## src/rtl/wb_intercon_nx_pkg.sv

```systemverilog
// wb_intercon_pkg: shared types and helpers for the wb_intercon_nx interconnect.
//   err_cause_t : fault cause codes reported on err_cause_o
//   state_t     : interconnect FSM states
//   addr_match  : base/mask address compare, operands zero-extended to 64 bits
package wb_intercon_pkg;

  typedef enum logic [1:0] {
    ERR_NONE     = 2'd0,
    ERR_UNMAPPED = 2'd1,
    ERR_TIMEOUT  = 2'd2,
    ERR_SLAVE    = 2'd3
  } err_cause_t;

  typedef enum logic [1:0] {
    ST_IDLE   = 2'd0,
    ST_ACTIVE = 2'd1,
    ST_ERR    = 2'd2
  } state_t;

  localparam int unsigned ADDR_MAX_W    = 64;
  localparam logic [15:0] ERR_COUNT_MAX = 16'hFFFF;

  function automatic logic addr_match(input logic [ADDR_MAX_W-1:0] adr,
                                      input logic [ADDR_MAX_W-1:0] base,
                                      input logic [ADDR_MAX_W-1:0] mask);
    return ((adr & mask) == base);
  endfunction

endpackage

```

## src/rtl/wb_intercon_nx_addr_decoder.sv

```systemverilog
// wb_addr_decoder: combinational priority address decoder.
//   adr    : address to decode
//   onehot : one-hot slave select (lowest matching index wins), zero on miss
//   hit    : any slave matched
module wb_addr_decoder
  import wb_intercon_pkg::*;
#(
  parameter int unsigned NUM_SLAVES = 3,
  parameter int unsigned AW         = 32,
  parameter logic [NUM_SLAVES*AW-1:0] BASE = {32'h2000_0000, 32'h1000_0000, 32'h0000_0000},
  parameter logic [NUM_SLAVES*AW-1:0] MASK = {32'hFFFF_FF00, 32'hF000_0000, 32'hFF00_0000}
) (
  input  logic [AW-1:0]         adr,
  output logic [NUM_SLAVES-1:0] onehot,
  output logic                  hit
);

  always_comb begin
    onehot = '0;
    hit    = 1'b0;
    for (int unsigned i = 0; i < NUM_SLAVES; i++) begin
      if (!hit && addr_match(ADDR_MAX_W'(adr),
                             ADDR_MAX_W'(BASE[i*AW +: AW]),
                             ADDR_MAX_W'(MASK[i*AW +: AW]))) begin
        onehot[i] = 1'b1;
        hit       = 1'b1;
      end
    end
  end

endmodule

```

## src/rtl/wb_intercon_nx.sv

```systemverilog
// wb_intercon_nx: single-master to N-slave Wishbone classic interconnect.
//   clk, reset_n         : clock, asynchronous active-low reset
//   wb_m_*               : master port (request in, dat/ack/err out)
//   wb_s_*               : slave ports; adr/dat/sel broadcast, cyc/stb/we one-hot
//   err_addr_o/cause_o   : address and cause of the most recent fault
//   err_count_o          : saturating fault counter
//   err_clr_i            : synchronous clear of the error log
// The address decode is registered in IDLE, so slaves see the strobe one
// cycle after the request; responses return combinationally.
module wb_intercon_nx
  import wb_intercon_pkg::*;
#(
  parameter int unsigned NUM_SLAVES     = 3,
  parameter int unsigned AW             = 32,
  parameter int unsigned DW             = 32,
  parameter logic [NUM_SLAVES*AW-1:0] SLAVE_BASE = {32'h2000_0000, 32'h1000_0000, 32'h0000_0000},
  parameter logic [NUM_SLAVES*AW-1:0] SLAVE_MASK = {32'hFFFF_FF00, 32'hF000_0000, 32'hFF00_0000},
  parameter int unsigned TIMEOUT_CYCLES = 255
) (
  input  logic                       clk,
  input  logic                       reset_n,
  input  logic [AW-1:0]              wb_m_adr_i,
  input  logic [DW-1:0]              wb_m_dat_i,
  input  logic [DW/8-1:0]            wb_m_sel_i,
  input  logic                       wb_m_we_i,
  input  logic                       wb_m_cyc_i,
  input  logic                       wb_m_stb_i,
  output logic [DW-1:0]              wb_m_dat_o,
  output logic                       wb_m_ack_o,
  output logic                       wb_m_err_o,
  output logic [NUM_SLAVES*AW-1:0]   wb_s_adr_o,
  output logic [NUM_SLAVES*DW-1:0]   wb_s_dat_o,
  output logic [NUM_SLAVES*DW/8-1:0] wb_s_sel_o,
  output logic [NUM_SLAVES-1:0]      wb_s_we_o,
  output logic [NUM_SLAVES-1:0]      wb_s_cyc_o,
  output logic [NUM_SLAVES-1:0]      wb_s_stb_o,
  input  logic [NUM_SLAVES*DW-1:0]   wb_s_dat_i,
  input  logic [NUM_SLAVES-1:0]      wb_s_ack_i,
  input  logic [NUM_SLAVES-1:0]      wb_s_err_i,
  output logic [AW-1:0]              err_addr_o,
  output logic [1:0]                 err_cause_o,
  output logic [15:0]                err_count_o,
  input  logic                       err_clr_i
);

  localparam int unsigned TW = $clog2(TIMEOUT_CYCLES);

  state_t                  state_q;
  logic [NUM_SLAVES-1:0]   sel_q;
  logic [AW-1:0]           adr_q;
  err_cause_t              pend_q;
  logic [TW-1:0]           tmo_q;
  logic [AW-1:0]           err_addr_q;
  err_cause_t              err_cause_q;
  logic [15:0]             err_count_q;

  logic [NUM_SLAVES-1:0]   dec_onehot;
  logic                    dec_hit;
  logic                    act;
  logic                    sel_ack;
  logic                    sel_err;
  logic [DW-1:0]           sel_dat;
  logic                    tmo_last;
  logic                    fault;
  err_cause_t              fault_cause;

  wb_addr_decoder #(
    .NUM_SLAVES (NUM_SLAVES),
    .AW         (AW),
    .BASE       (SLAVE_BASE),
    .MASK       (SLAVE_MASK)
  ) u_dec (
    .adr    (wb_m_adr_i),
    .onehot (dec_onehot),
    .hit    (dec_hit)
  );

  assign act        = (state_q == ST_ACTIVE);
  assign wb_s_adr_o = {NUM_SLAVES{wb_m_adr_i}};
  assign wb_s_dat_o = {NUM_SLAVES{wb_m_dat_i}};
  assign wb_s_sel_o = {NUM_SLAVES{wb_m_sel_i}};
  assign wb_s_cyc_o = act ? (sel_q & {NUM_SLAVES{wb_m_cyc_i}}) : '0;
  assign wb_s_stb_o = act ? (sel_q & {NUM_SLAVES{wb_m_stb_i}}) : '0;
  assign wb_s_we_o  = act ? (sel_q & {NUM_SLAVES{wb_m_we_i}})  : '0;

  always_comb begin
    sel_dat = '0;
    for (int unsigned i = 0; i < NUM_SLAVES; i++) begin
      if (sel_q[i]) sel_dat |= wb_s_dat_i[i*DW +: DW];
    end
  end

  assign sel_ack  = |(sel_q & wb_s_ack_i);
  assign sel_err  = |(sel_q & wb_s_err_i);
  assign tmo_last = (tmo_q == TW'(TIMEOUT_CYCLES - 1));

  // err dominates ack; a dropped cyc silences both, including a pending ERR pulse
  assign wb_m_ack_o = act & wb_m_cyc_i & sel_ack & ~sel_err;
  assign wb_m_err_o = (act & wb_m_cyc_i & sel_err) | ((state_q == ST_ERR) & wb_m_cyc_i);
  assign wb_m_dat_o = act ? sel_dat : '0;

  // Faults are logged in the cycle the error is actually signalled to the master
  always_comb begin
    fault       = 1'b0;
    fault_cause = ERR_NONE;
    if (state_q == ST_ERR && wb_m_cyc_i) begin
      fault       = 1'b1;
      fault_cause = pend_q;
    end else if (act && wb_m_cyc_i && sel_err) begin
      fault       = 1'b1;
      fault_cause = ERR_SLAVE;
    end
  end

  always_ff @(posedge clk or negedge reset_n) begin
    if (!reset_n) begin
      state_q <= ST_IDLE;
      sel_q   <= '0;
      adr_q   <= '0;
      pend_q  <= ERR_NONE;
      tmo_q   <= '0;
    end else begin
      case (state_q)
        ST_IDLE: begin
          tmo_q <= '0;
          if (wb_m_cyc_i && wb_m_stb_i) begin
            sel_q   <= dec_onehot;
            adr_q   <= wb_m_adr_i;
            pend_q  <= ERR_UNMAPPED;
            state_q <= dec_hit ? ST_ACTIVE : ST_ERR;
          end
        end
        ST_ACTIVE: begin
          if (!wb_m_cyc_i || sel_ack || sel_err) begin
            state_q <= ST_IDLE;
            tmo_q   <= '0;
          end else if (tmo_last) begin
            state_q <= ST_ERR;
            pend_q  <= ERR_TIMEOUT;
            tmo_q   <= '0;
          end else begin
            tmo_q <= tmo_q + 1'b1;
          end
        end
        default: state_q <= ST_IDLE;
      endcase
    end
  end

  always_ff @(posedge clk or negedge reset_n) begin
    if (!reset_n) begin
      err_addr_q  <= '0;
      err_cause_q <= ERR_NONE;
      err_count_q <= '0;
    end else if (err_clr_i) begin
      err_addr_q  <= '0;
      err_cause_q <= ERR_NONE;
      err_count_q <= '0;
    end else if (fault) begin
      err_addr_q  <= adr_q;
      err_cause_q <= fault_cause;
      if (err_count_q != ERR_COUNT_MAX) err_count_q <= err_count_q + 16'd1;
    end
  end

  assign err_addr_o  = err_addr_q;
  assign err_cause_o = err_cause_q;
  assign err_count_o = err_count_q;

endmodule
```

## config.mk

```make
export PLATFORM = sky130hd
export DESIGN_NAME = wb_intercon_nx
export DESIGN_NICKNAME = d
export VERILOG_FILES = /design/src/rtl/wb_intercon_nx_pkg.sv /design/src/rtl/wb_intercon_nx_addr_decoder.sv /design/src/rtl/wb_intercon_nx.sv
export SDC_FILE = /design/constraint.sdc
export NUM_CORES = 1
export LEC_CHECK = 0
export BUFFER_PORTS_ARGS = -buffer_cell sky130_fd_sc_hd__buf_2
export CORE_AREA = 2 2 184 186
export DETAILED_ROUTE_END_ITERATION = 10
export DIE_AREA = 0 0 186 188
export GPL_TIMING_DRIVEN = 0
export PLACE_DENSITY = 0.49
export SYNTH_ARGS = -nofsm -noshare
export SYNTH_HDL_FRONTEND = slang
export SYNTH_SLANG_ARGS = --single-unit
```

## constraint.sdc

```tcl
create_clock -name clk -period 3.8 [get_ports clk]
set_input_delay 1.14 -clock clk [delete_from_list [all_inputs] [get_ports clk]]
set_output_delay 1.14 -clock clk [all_outputs]
set_load 0.01 [all_outputs]
```

==> flow_metrics.tcl, run 1 <==
set metrics [dict create \
    outcome "completed" \
    pwr-share-clk_pct 29.2 \
    syn_inst 775 \
    place_ws_ns -0.530 \
    grt_pass1_wl_mm 37.9 \
    hold_viol 0 \
    antenna_found_initial 4 \
    drc 0 \
    pin_count 473 \
    post-place-cells 1658 \
    power_switching_mw 1.04 \
    grt_max_degree 63 \
    synth_area_leaders "dfrtp_1 (38%), buf_4 (24%), nand2_1 (11%)" \
    drv_slew 0 \
    postLayoutCoreUtil_pct 28.5 \
    p_leak_nw 5.10 \
    die_h_microns 188 \
    vias 6867 \
    synth.most_common_cell "buf_4" \
    holdBufCountCts 0 \
    synth_edf_count 0 \
    max_freq_ghz 0.277 \
    hold_class "reg -> reg" \
    cts_buffer_depth 2 \
    wirelength_mm 26.8 \
    min_period_ns 3.61 \
    yosysSeqAreaShare_pct 38.0 \
    synth.largest_area_cell "dfrtp_1" \
    synthArstFlopShare_pct 100 \
    finalSetupTns_ns 0 \
    pwr-share-comb_pct 29.4 \
    maxCapViolations 0 \
    antenna_left 0 \
    place_area_sq_mm 0.00914 \
    fin_total_pwr_mw 3.23 \
    design.core.area_sq_mm 0.0331 \
    clkSinkCount 97 \
    required_ns 2.66 \
    post-route-period-util_pct 95.0 \
    path_max_fanout 17 \
    diodes 0 \
    crit_path_end_kind "primary output" \
    yosysTopAreaCellShare_pct 38.0 \
    crit_top_cell "buf_2" \
    slowest_stage "o311ai_2" \
    reg2reg_depth 7 \
    worst_slack_ns 0.189 \
    cp_data_arrival_time_ns 2.47 \
    gp_congestion 0.751 \
    worstSetupStartpointType "input port" \
    final_net_count 1399 \
    worstSkewPairLatency_ns 0.34 \
    synth-main-ff-cell "dfrtp_1" \
    start_util_pct 19.3 \
    syn2layout_area_growth_pct 48.0 \
    synthXorXnorAreaFrac_pct 1.51 \
    powerDensity_mw_per_mm2 342 \
    grt_overflow 0 \
    crit_chain "buf_2 -> a22o_1 -> o311ai_2 -> inv_2 -> buf_2" \
    synth.cell_area_sq_mm 0.00638 \
    switching_share_pct 32.2 \
    ys_types 47 \
    criticalPathCategory "in -> out" \
    tightest_slew_ns 1.18 \
    die_w_microns 186 \
    dr.pass1.iters 9 \
    initialDrtViolationCount 404 \
    cts_tree "built" \
    final_cell_count_no_fill 1672 \
    yosysWarnings 0 \
    numCtsBuffers 9 \
    ir_drop_v 0.000198 \
    synthAdderAreaFrac_pct 0.588 \
    fin_hold_ws_ns 0.475 \
    drive_above_1_share_pct 54.6 \
    muxShareOfSynthArea_pct 0.667 \
    synth_common_cells "buf_4 (205), nand2_1 (185), dfrtp_1 (97), nor2_1 (58), a21oi_1 (37)" \
    path_buf_inv 3 \
    clockRootBuffer "clkbuf_16" \
    die_area_sq_mm 0.0350 \
    syn_nets 954 \
    setup_violations 0 \
    hpwlAfterDp_mm 22.0 \
    crit_family "compound AO/OA/AOI/OAI gates" \
    seqPwrFrac_pct 41.4 \
    clock_skew_ns 0.00850 \
    p_int_mw 2.19 \
    clk_pin_slew_ns 0.06 \
    cpPeakStageDelay_ns 0.43 \
    fp-row-count 67 \
    postSynthAreaPerCell_sq_um 8.23 \
    synth_compound_area_share_pct 11.0 \
    slew_headroom_pct 21.0 \
    grt_usage_pct 14.4 \
    min_delay_path_depth 2 \
    design_area_sq_mm 0.00945 \
    first_global_vias 6446 \
    synth_top_family_by_area "buffers and inverters" \
    rsz0062_at_grt "false" \
    vias_per_cell 4.11 \
    port-buffer-count 434 \
    ys_ff_latch 97 \
    cp_num_cells 5 \
    synth-simple-area-share_pct 21.5 \
    htree_levels 3 \
    wl_per_cell_microns 16.0 \
]
[logic make-up (layout without fill, tap and decap cells)]
group           after synthesis  after routing
compound gates               96             96
xor+xnor                     11             11
fa+ha+maj                     3              3
buf+inv                     247            696
flops                        97             97
mux                           4              4
simple gates                317            317
[cells in the final DEF, fill, tap and decap left out, types with 2 or more instances in the layout]
| master | Yosys | final |
|---|---|---|
| buf_2 | 6 | 439 |
| buf_4 | 205 | 206 |
| nand2_1 | 185 | 185 |
| dfrtp_1 | 97 | 97 |
| nor2_1 | 58 | 58 |
| a21oi_1 | 37 | 37 |
| a222oi_1 | 34 | 34 |
| clkbuf_1 | 31 | 29 |
| nand3_1 | 16 | 16 |
| and3_1 | 12 | 12 |
| nor3_1 | 10 | 10 |
| clkbuf_16 | 0 | 9 |
| xor2_1 | 8 | 8 |
| nor4_1 | 8 | 8 |
| o21ai_0 | 8 | 8 |
| nor2b_1 | 4 | 4 |
| nand4_1 | 4 | 4 |
| o211ai_1 | 4 | 4 |
| inv_1 | 3 | 3 |
| nand2b_1 | 3 | 3 |
| and4_1 | 3 | 3 |
| or3_1 | 3 | 3 |
| xnor2_1 | 3 | 3 |
| ha_1 | 3 | 3 |
| clkinvlp_4 | 0 | 3 |
| and2_1 | 2 | 2 |
| or4_1 | 2 | 2 |
| nor4b_1 | 2 | 2 |
| mux2_2 | 2 | 2 |
| mux2i_1 | 2 | 2 |
| o2111ai_1 | 2 | 2 |
| clkbuf_8 | 0 | 2 |
[layer usage]
metal  wire (microns)  global-route usage [%]  vias up
met5               13                       0        -
met4              274                    2.91        2
met3             1970                    3.05       22
met2            14000                    27.7      340
met1            10600                    16.2     3200
li1                 -                       -     3303
[final timing paths]
path                                        start                          to  slack [ns]
hold / removal              adr_q[31]$_DFFE_PN0P_       adr_q[31]$_DFFE_PN0P_        0.48
hold reg to reg             adr_q[31]$_DFFE_PN0P_       adr_q[31]$_DFFE_PN0P_        0.48
setup reg to reg           state_q[1]$_DFFE_PN0P_  err_addr_o[17]$_DFFE_PN0P_        1.28
max in group asynchronous                 reset_n        sel_q[1]$_DFFE_PN0P_        2.20
setup / recovery                    wb_s_err_i[0]                  wb_m_err_o        0.19
min in group asynchronous                 reset_n   err_addr_o[5]$_DFFE_PN0P_        0.90
[power groups by stage]
stage | registers, mW | logic, mW | clock network [mW]
6_report | 1.34 | 0.948 | 0.945
5_1_grt | 1.36 | 1.06 | 1.03
4_1_cts | 1.34 | 0.975 | 0.989
3_5_place_dp | 1.36 | 0.968 | 0
3_3_place_gp | 1.35 | 0.958 | 0
2_1_floorplan | 1.34 | 0.549 | 0
[state kept, by name (all words and copies together), names as in the netlist]
name,flops
adr_q,32
err_addr_o,32
err_count_o,16
tmo_q,8
sel_q,3
err_cause_o,2
pend_q,2
state_q,2
[what timing repair did]
item,CTS,global route
endpoints found under the setup margin,1,0
buffers inserted,0,0
endpoints found under the hold margin,0,0
gates resized for setup,2,0
[tightest hold or removal path: stages (launching register included)]
cell	delay [ns]
dfrtp_1	0.34
nand2_1	0.05
nand2_1	0.05
[area by class of cell]
type / count / area (sq um)
Inverter: 4 / 15.0
Clock inverter: 4 / 52.6
Sequential cell: 97 / 2430
Multi-Input combinational cell: 431 / 2260
Buffer: 242 / 1690
Fill cell: 3698 / 23700
Clock buffer: 11 / 253
Tap cell: 448 / 561
Timing Repair Buffer: 435 / 2190
Power figures use the tool's default switching activity.
==> inputs of run 2 (changes only) <==
--- a/config.mk
+++ b/config.mk
@@ -5,12 +5,13 @@
 export SDC_FILE = /design/constraint.sdc
 export NUM_CORES = 1
 export LEC_CHECK = 0
+export ABC_AREA = 1
 export BUFFER_PORTS_ARGS = -buffer_cell sky130_fd_sc_hd__buf_2
-export CORE_AREA = 2 2 184 186
+export CORE_AREA = 2 2 186 188
 export DETAILED_ROUTE_END_ITERATION = 10
-export DIE_AREA = 0 0 186 188
+export DIE_AREA = 0 0 188 190
 export GPL_TIMING_DRIVEN = 0
-export PLACE_DENSITY = 0.49
+export PLACE_DENSITY = 0.5
 export SYNTH_ARGS = -nofsm -noshare
 export SYNTH_HDL_FRONTEND = slang
 export SYNTH_SLANG_ARGS = --single-unit
==> run 2 against run 1 <==
  * Die area is 2.2% higher
  * Synthesized area is 9.1% higher
  * Critical path depth is 2 higher
  * Register-to-register slack better by 0.62 ns
  * Fmax is 3.7% higher
  * Clock power is 2% lower
  * Global-route usage is 0.76 points lower
  * Critical path type unchanged
  * Largest power group unchanged
==> flow_metrics.tcl, run 2 <==
set metrics [dict create \
    design_area_sq_mm 0.0100 \
    min_period_ns 3.48 \
    syn2layout_area_growth_pct 44.2 \
    dr.pass1.iters 4 \
    grt_usage_pct 13.7 \
    slowest_stage "buf_2" \
    r2r_end "tmo_q[7]$_DFFE_PN0P_" \
    hold_class "reg -> reg" \
    postLayoutCoreUtil_pct 29.6 \
    hold_viol 0 \
    maxCapViolations 0 \
    cp_data_arrival_time_ns 2.34 \
    synth.largest_area_cell "dfrtp_1" \
    antenna_left 0 \
    clock_skew_ns 0.0110 \
    hp-start "adr_q[9]$_DFFE_PN0P_" \
    die_area_sq_mm 0.0357 \
    crit_chain "buf_2 -> inv_2 -> nor2_1 -> nand2_1 -> nand2_2 -> buf_2 -> buf_2" \
    drv_slew 0 \
    holdBufCountCts 0 \
    design.core.area_sq_mm 0.0339 \
    die_h_microns 190 \
    post-route-period-util_pct 91.6 \
    postSynthAreaPerCell_sq_um 7.12 \
    cts_tree "built" \
    tightest_slew_ns 0.631 \
    post_cts_buffers 0 \
    ys_types 33 \
    hpwlAfterDp_mm 20.8 \
    first_global_vias 6697 \
    htree_levels 3 \
    clk_pin_slew_ns 0.06 \
    worstSkewPairLatency_ns 0.35 \
    mostFrequentLayoutCell "buf_2" \
    synth.most_common_cell "nand2_1" \
    initialDrtViolationCount 337 \
    clockRootBuffer "clkbuf_16" \
    post-place-cells 1869 \
    slew_headroom_pct 58.0 \
    synthArstFlopShare_pct 100 \
    max_freq_ghz 0.287 \
    yosysWarnings 0 \
    rsz0062_at_grt "false" \
    vias_per_cell 3.87 \
    pin_count 473 \
    ir_drop_v 0.000187 \
    min_delay_path_depth 2 \
    ys_ff_latch 97 \
    syn_nets 1157 \
    vias 7292 \
    reg2reg_depth 8 \
    grt_pass1_wl_mm 38.1 \
    cpPeakStageDelay_ns 0.31 \
    regToRegSetupSlack_ns 1.90 \
    synth_edf_count 0 \
    yosysSeqAreaShare_pct 34.9 \
    required_ns 2.66 \
    most-common-layout-cells "buf_2 (446), nand2_1 (300), buf_4 (205), dfrtp_1 (97), nand3_1 (91)" \
    gp_congestion 0.775 \
    outcome "completed" \
    syn_inst 978 \
    worstSetupStartpointType "input port" \
    synth_area_leaders "dfrtp_1 (35%), buf_4 (22%), nand2_1 (16%)" \
    crit_path_end_kind "primary output" \
    diodes 0 \
    min_to "adr_q[9]$_DFFE_PN0P_" \
    timing.rr.start "sel_q[1]$_DFFE_PN0P_" \
    powerDensity_mw_per_mm2 342 \
    drc 0 \
    wirelength_mm 25.6 \
    final_cell_count_no_fill 1885 \
    clkSinkCount 97 \
    synth_common_cells "nand2_1 (300), buf_4 (204), dfrtp_1 (97), nand3_1 (91), inv_1 (87)" \
    die_w_microns 188 \
    finalSetupTns_ns 0 \
    wl_per_cell_microns 13.6 \
    start_util_pct 20.5 \
    port-buffer-count 435 \
    fp-row-count 68 \
    crit_top_cell "buf_2" \
    grt_max_degree 55 \
    antenna_found_initial 0 \
    place_area_sq_mm 0.00974 \
    criticalPathCategory "in -> out" \
    synth-main-ff-cell "dfrtp_1" \
    grt_overflow 0 \
    path_max_fanout 10 \
    yosysTopAreaCellShare_pct 34.9 \
    p_leak_nw 5.84 \
    cts_resized 0 \
    setup_violations 0 \
    final_net_count 1604 \
    drive_above_1_share_pct 48.6 \
    synth.cell_area_sq_mm 0.00696 \
    cts_buffer_depth 2 \
    numCtsBuffers 9 \
]
run 2: cell types whose count changed after synthesis, sizes merged, moves of 33 or more:
cell	before	now
nand2	185	305
inv	4	93
nand3	16	95
o21ai	9	53
a222oi	34	0
a21oi	37	4
run 2: cells by family (layout without fill, tap and decap cells):
logic type / after synthesis / count (layout) / share of synthesized area, %
AO/OA/AOI/OAI: 59 / 59 / 4.62
XOR/XNOR: 12 / 12 / 1.51
buffers and inverters: 335 / 787 / 29.7
flip-flops: 97 / 97 / 34.9
adder cells (fa/ha/maj): 3 / 3 / 0.539
AND/OR/NAND/NOR: 472 / 472 / 28.8
run 2: worst max-delay path, delay by kind of cell:
| kind | cells | cell delay [ns] |
|---|---|---|
| simple gates | 3 | 0.47 |
| buf+inv | 4 | 0.72 |
run 2: worst max-delay path by stage:
stage | start | to | cells after the start
floorplan | wb_s_err_i[0] | wb_m_ack_o | 3
global placement | wb_m_cyc_i | wb_m_err_o | 7
detailed placement | wb_m_cyc_i | wb_m_err_o | 7
CTS | wb_m_cyc_i | wb_m_err_o | 7
global route | wb_m_cyc_i | wb_m_err_o | 7
finish | wb_m_cyc_i | wb_m_err_o | 7
run 2: power by group:
part	leakage, nW	internal [mW]	switching, mW	total, mW
combinational	4.40	0.485	0.631	1.12
clock	0.143	0.514	0.415	0.929
sequential	1.29	1.26	0.130	1.39
run 2: area by class of cell:
class	instances	area, sq um
clock inverter	6	68.8
buffer	242	1720
tap	455	569
timing repair buffer	436	2210
fill	3741	23900
multi-input combinational	546	2470
sequential	97	2430
clock buffer	10	229
inverter	93	354
run 2: metrics by stage:
| stage | hold WS (ns) | setup WS (ns) | power, mW |
|---|---|---|---|
| 6_report | 0.471 | 0.318 | 3.44 |
| 5_1_grt | 0.497 | 0.211 | 3.70 |
| 4_1_cts | 0.476 | 0.268 | 3.52 |
| 3_5_place_dp | 0.460 | 0.274 | 2.55 |
| 3_3_place_gp | 0.454 | 0.299 | 2.53 |
| 2_1_floorplan | 0.443 | 0.912 | 2.07 |
run 2: layer usage:
| metal | wire, microns | vias up | track usage (%) |
|---|---|---|---|
| met4 | 185 | 0 | 2.45 |
| li1 | - | 3711 | - |
| met5 | 0 | - | 0 |
| met1 | 12000 | 3324 | 18.7 |
| met3 | 1200 | 8 | 2.36 |
| met2 | 12200 | 249 | 22.8 |
==> inputs of run 3 (changes only) <==
--- a/config.mk
+++ b/config.mk
@@ -7,11 +7,11 @@
 export LEC_CHECK = 0
 export ABC_AREA = 1
 export BUFFER_PORTS_ARGS = -buffer_cell sky130_fd_sc_hd__buf_2
-export CORE_AREA = 2 2 186 188
+export CORE_AREA = 2 2 183 185
 export DETAILED_ROUTE_END_ITERATION = 10
-export DIE_AREA = 0 0 188 190
+export DIE_AREA = 0 0 185 187
 export GPL_TIMING_DRIVEN = 0
-export PLACE_DENSITY = 0.5
+export PLACE_DENSITY = 0.52
 export SYNTH_ARGS = -nofsm -noshare
 export SYNTH_HDL_FRONTEND = slang
 export SYNTH_SLANG_ARGS = --single-unit
==> constraint.sdc (replaced) <==
create_clock -name clk -period 3 [get_ports clk]
set_input_delay 0.9 -clock clk [delete_from_list [all_inputs] [get_ports clk]]
set_output_delay 0.9 -clock clk [all_outputs]
set_load 0.01 [all_outputs]
==> run 3 against run 2 <==
  * Sequential power is 27% higher
  * Global-route usage is 0.20 points higher
  * Flip-flop and latch count stayed put
  * Cell area is 0.17% lower
  * Clock power is 21% higher
  * Worst hold slack better by 0.00084 ns
  * Critical endpoint is now wb_m_dat_o[16]
  * Highest routed layer unchanged
==> flow_metrics.tcl, run 3 (synthesis results as in run 2) <==
set metrics [dict create \
    cts_buffer_depth 2 \
    start_util_pct 21.2 \
    antenna_left 0 \
    crit_family "buffers and inverters" \
    grt_max_degree 54 \
    path_max_fanout 10 \
    cts_tree "built" \
    htree_levels 3 \
    die_w_microns 185 \
    grt_pass1_wl_mm 37.7 \
    worst_slack_ns 0.113 \
    pin_count 473 \
    vias_per_cell 3.88 \
    slew_headroom_pct 59.6 \
    design.core.area_sq_mm 0.0329 \
    holdBufCountCts 0 \
    hold_viol 0 \
    required_ns 2.10 \
    drive_above_1_share_pct 48.7 \
    ir_drop_v 0.000218 \
    maxCapViolations 0 \
    outcome "completed" \
    syn2layout_area_growth_pct 43.9 \
    worstSetupStartpointType "flip-flop" \
    drc 0 \
    p_leak_nw 5.83 \
    clkSinkCount 97 \
    worstSkewPairLatency_ns 0.35 \
    wirelength_mm 24.7 \
    vias 7281 \
    slowest_stage "clkbuf_1" \
    fin_hold_ws_ns 0.472 \
    timing.rr.start "sel_q[2]$_DFFE_PN0P_" \
    fin_total_pwr_mw 4.30 \
    max_freq_ghz 0.346 \
    first_global_vias 6875 \
    initialDrtViolationCount 277 \
    wl_per_cell_microns 13.1 \
    final_net_count 1604 \
    place_ws_ns -0.0992 \
    grt_overflow 0 \
    most-common-layout-cells "buf_2 (445), nand2_1 (299), buf_4 (206), dfrtp_1 (97), nand3_1 (91)" \
    clockRootBuffer "clkbuf_16" \
    path_buf_inv 6 \
    post-place-cells 1862 \
    crit_path_end_kind "primary output" \
    cp_data_arrival_time_ns 1.99 \
    hold_class "reg -> reg" \
    design_area_sq_mm 0.0100 \
    fp-row-count 67 \
    clock_skew_ns 0.0105 \
    cpPeakStageDelay_ns 0.43 \
    powerDensity_mw_per_mm2 429 \
    gp_congestion 0.818 \
    post-route-period-util_pct 96.2 \
    crit_top_cell "inv_4" \
    crit_chain "buf_6 -> inv_4 -> nand2_4 -> inv_4 -> clkbuf_1 -> nand2_1 -> inv_1 -> buf_2" \
    numCtsBuffers 9 \
    grt_usage_pct 13.9 \
    dr.pass1.iters 4 \
    place_area_sq_mm 0.00973 \
    min_period_ns 2.89 \
    die_area_sq_mm 0.0346 \
    finalSetupTns_ns 0 \
    clk_pin_slew_ns 0.07 \
    hpwlAfterDp_mm 20.1 \
    antenna_found_initial 0 \
    setup_violations 0 \
    drv_slew 0 \
    final_cell_count_no_fill 1878 \
    criticalPathCategory "reg -> out" \
    hp-start "adr_q[22]$_DFFE_PN0P_" \
    die_h_microns 187 \
    tightest_slew_ns 0.606 \
    diodes 0 \
    cp-startpoint "state_q[1]$_DFFE_PN0P_" \
    port-buffer-count 435 \
    rsz0062_at_grt "false" \
    mostFrequentLayoutCell "buf_2" \
    postLayoutCoreUtil_pct 30.5 \
]
## run 3: path summary, 6_finish.rpt
check | depth (start not counted) | end | slack [ns]
worst max-delay path | 8 | wb_m_dat_o[16] | 0.11
worst min-delay path | 2 | adr_q[22]$_DFFE_PN0P_ | 0.47
worst max register to register | 7 | err_addr_o[29]$_DFFE_PN0P_ | 1.09
worst min register to register | 2 | adr_q[22]$_DFFE_PN0P_ | 0.47
max in group asynchronous | 2 | tmo_q[2]$_DFFE_PN0P_ | 1.76
min in group asynchronous | 1 | err_addr_o[7]$_DFFE_PN0P_ | 0.54
## run 3: worst reg2reg max path: cells and delay by family (launching register included)
family	cells	cell delay (ns)
flops	1	0.33
simple gates	4	0.56
compound gates	1	0.17
buf+inv	2	0.72
## run 3: per-layer routing
metal | GRT usage [%] | vias up | wire length (microns)
met5 | 0 | - | 0
met2 | 23.2 | 255 | 11700
met3 | 2.22 | 17 | 1350
met1 | 18.8 | 3301 | 11400
met4 | 2.90 | 0 | 227
li1 | - | 3708 | -
## run 3: final cells by class
cell class	count	area, sq um
sequential	97	2430
multi-input combinational	546	2470
clock inverter	5	45.0
inverter	93	354
fill	3677	22800
buffer	242	1720
tap	448	561
clock buffer	11	233
timing repair buffer	436	2210
## run 3: timing repair
item	4_1_cts	5_1_grt
setup buffers	0	0
resized for setup	2	3
setup endpoints to repair	1	6
## run 3: power by group
group / internal (mW) / leakage, nW / switching (mW) / total, mW
sequential: 1.60 / 1.29 / 0.163 / 1.76
combinational: 0.618 / 4.41 / 0.793 / 1.41
clock: 0.579 / 0.133 / 0.544 / 1.12
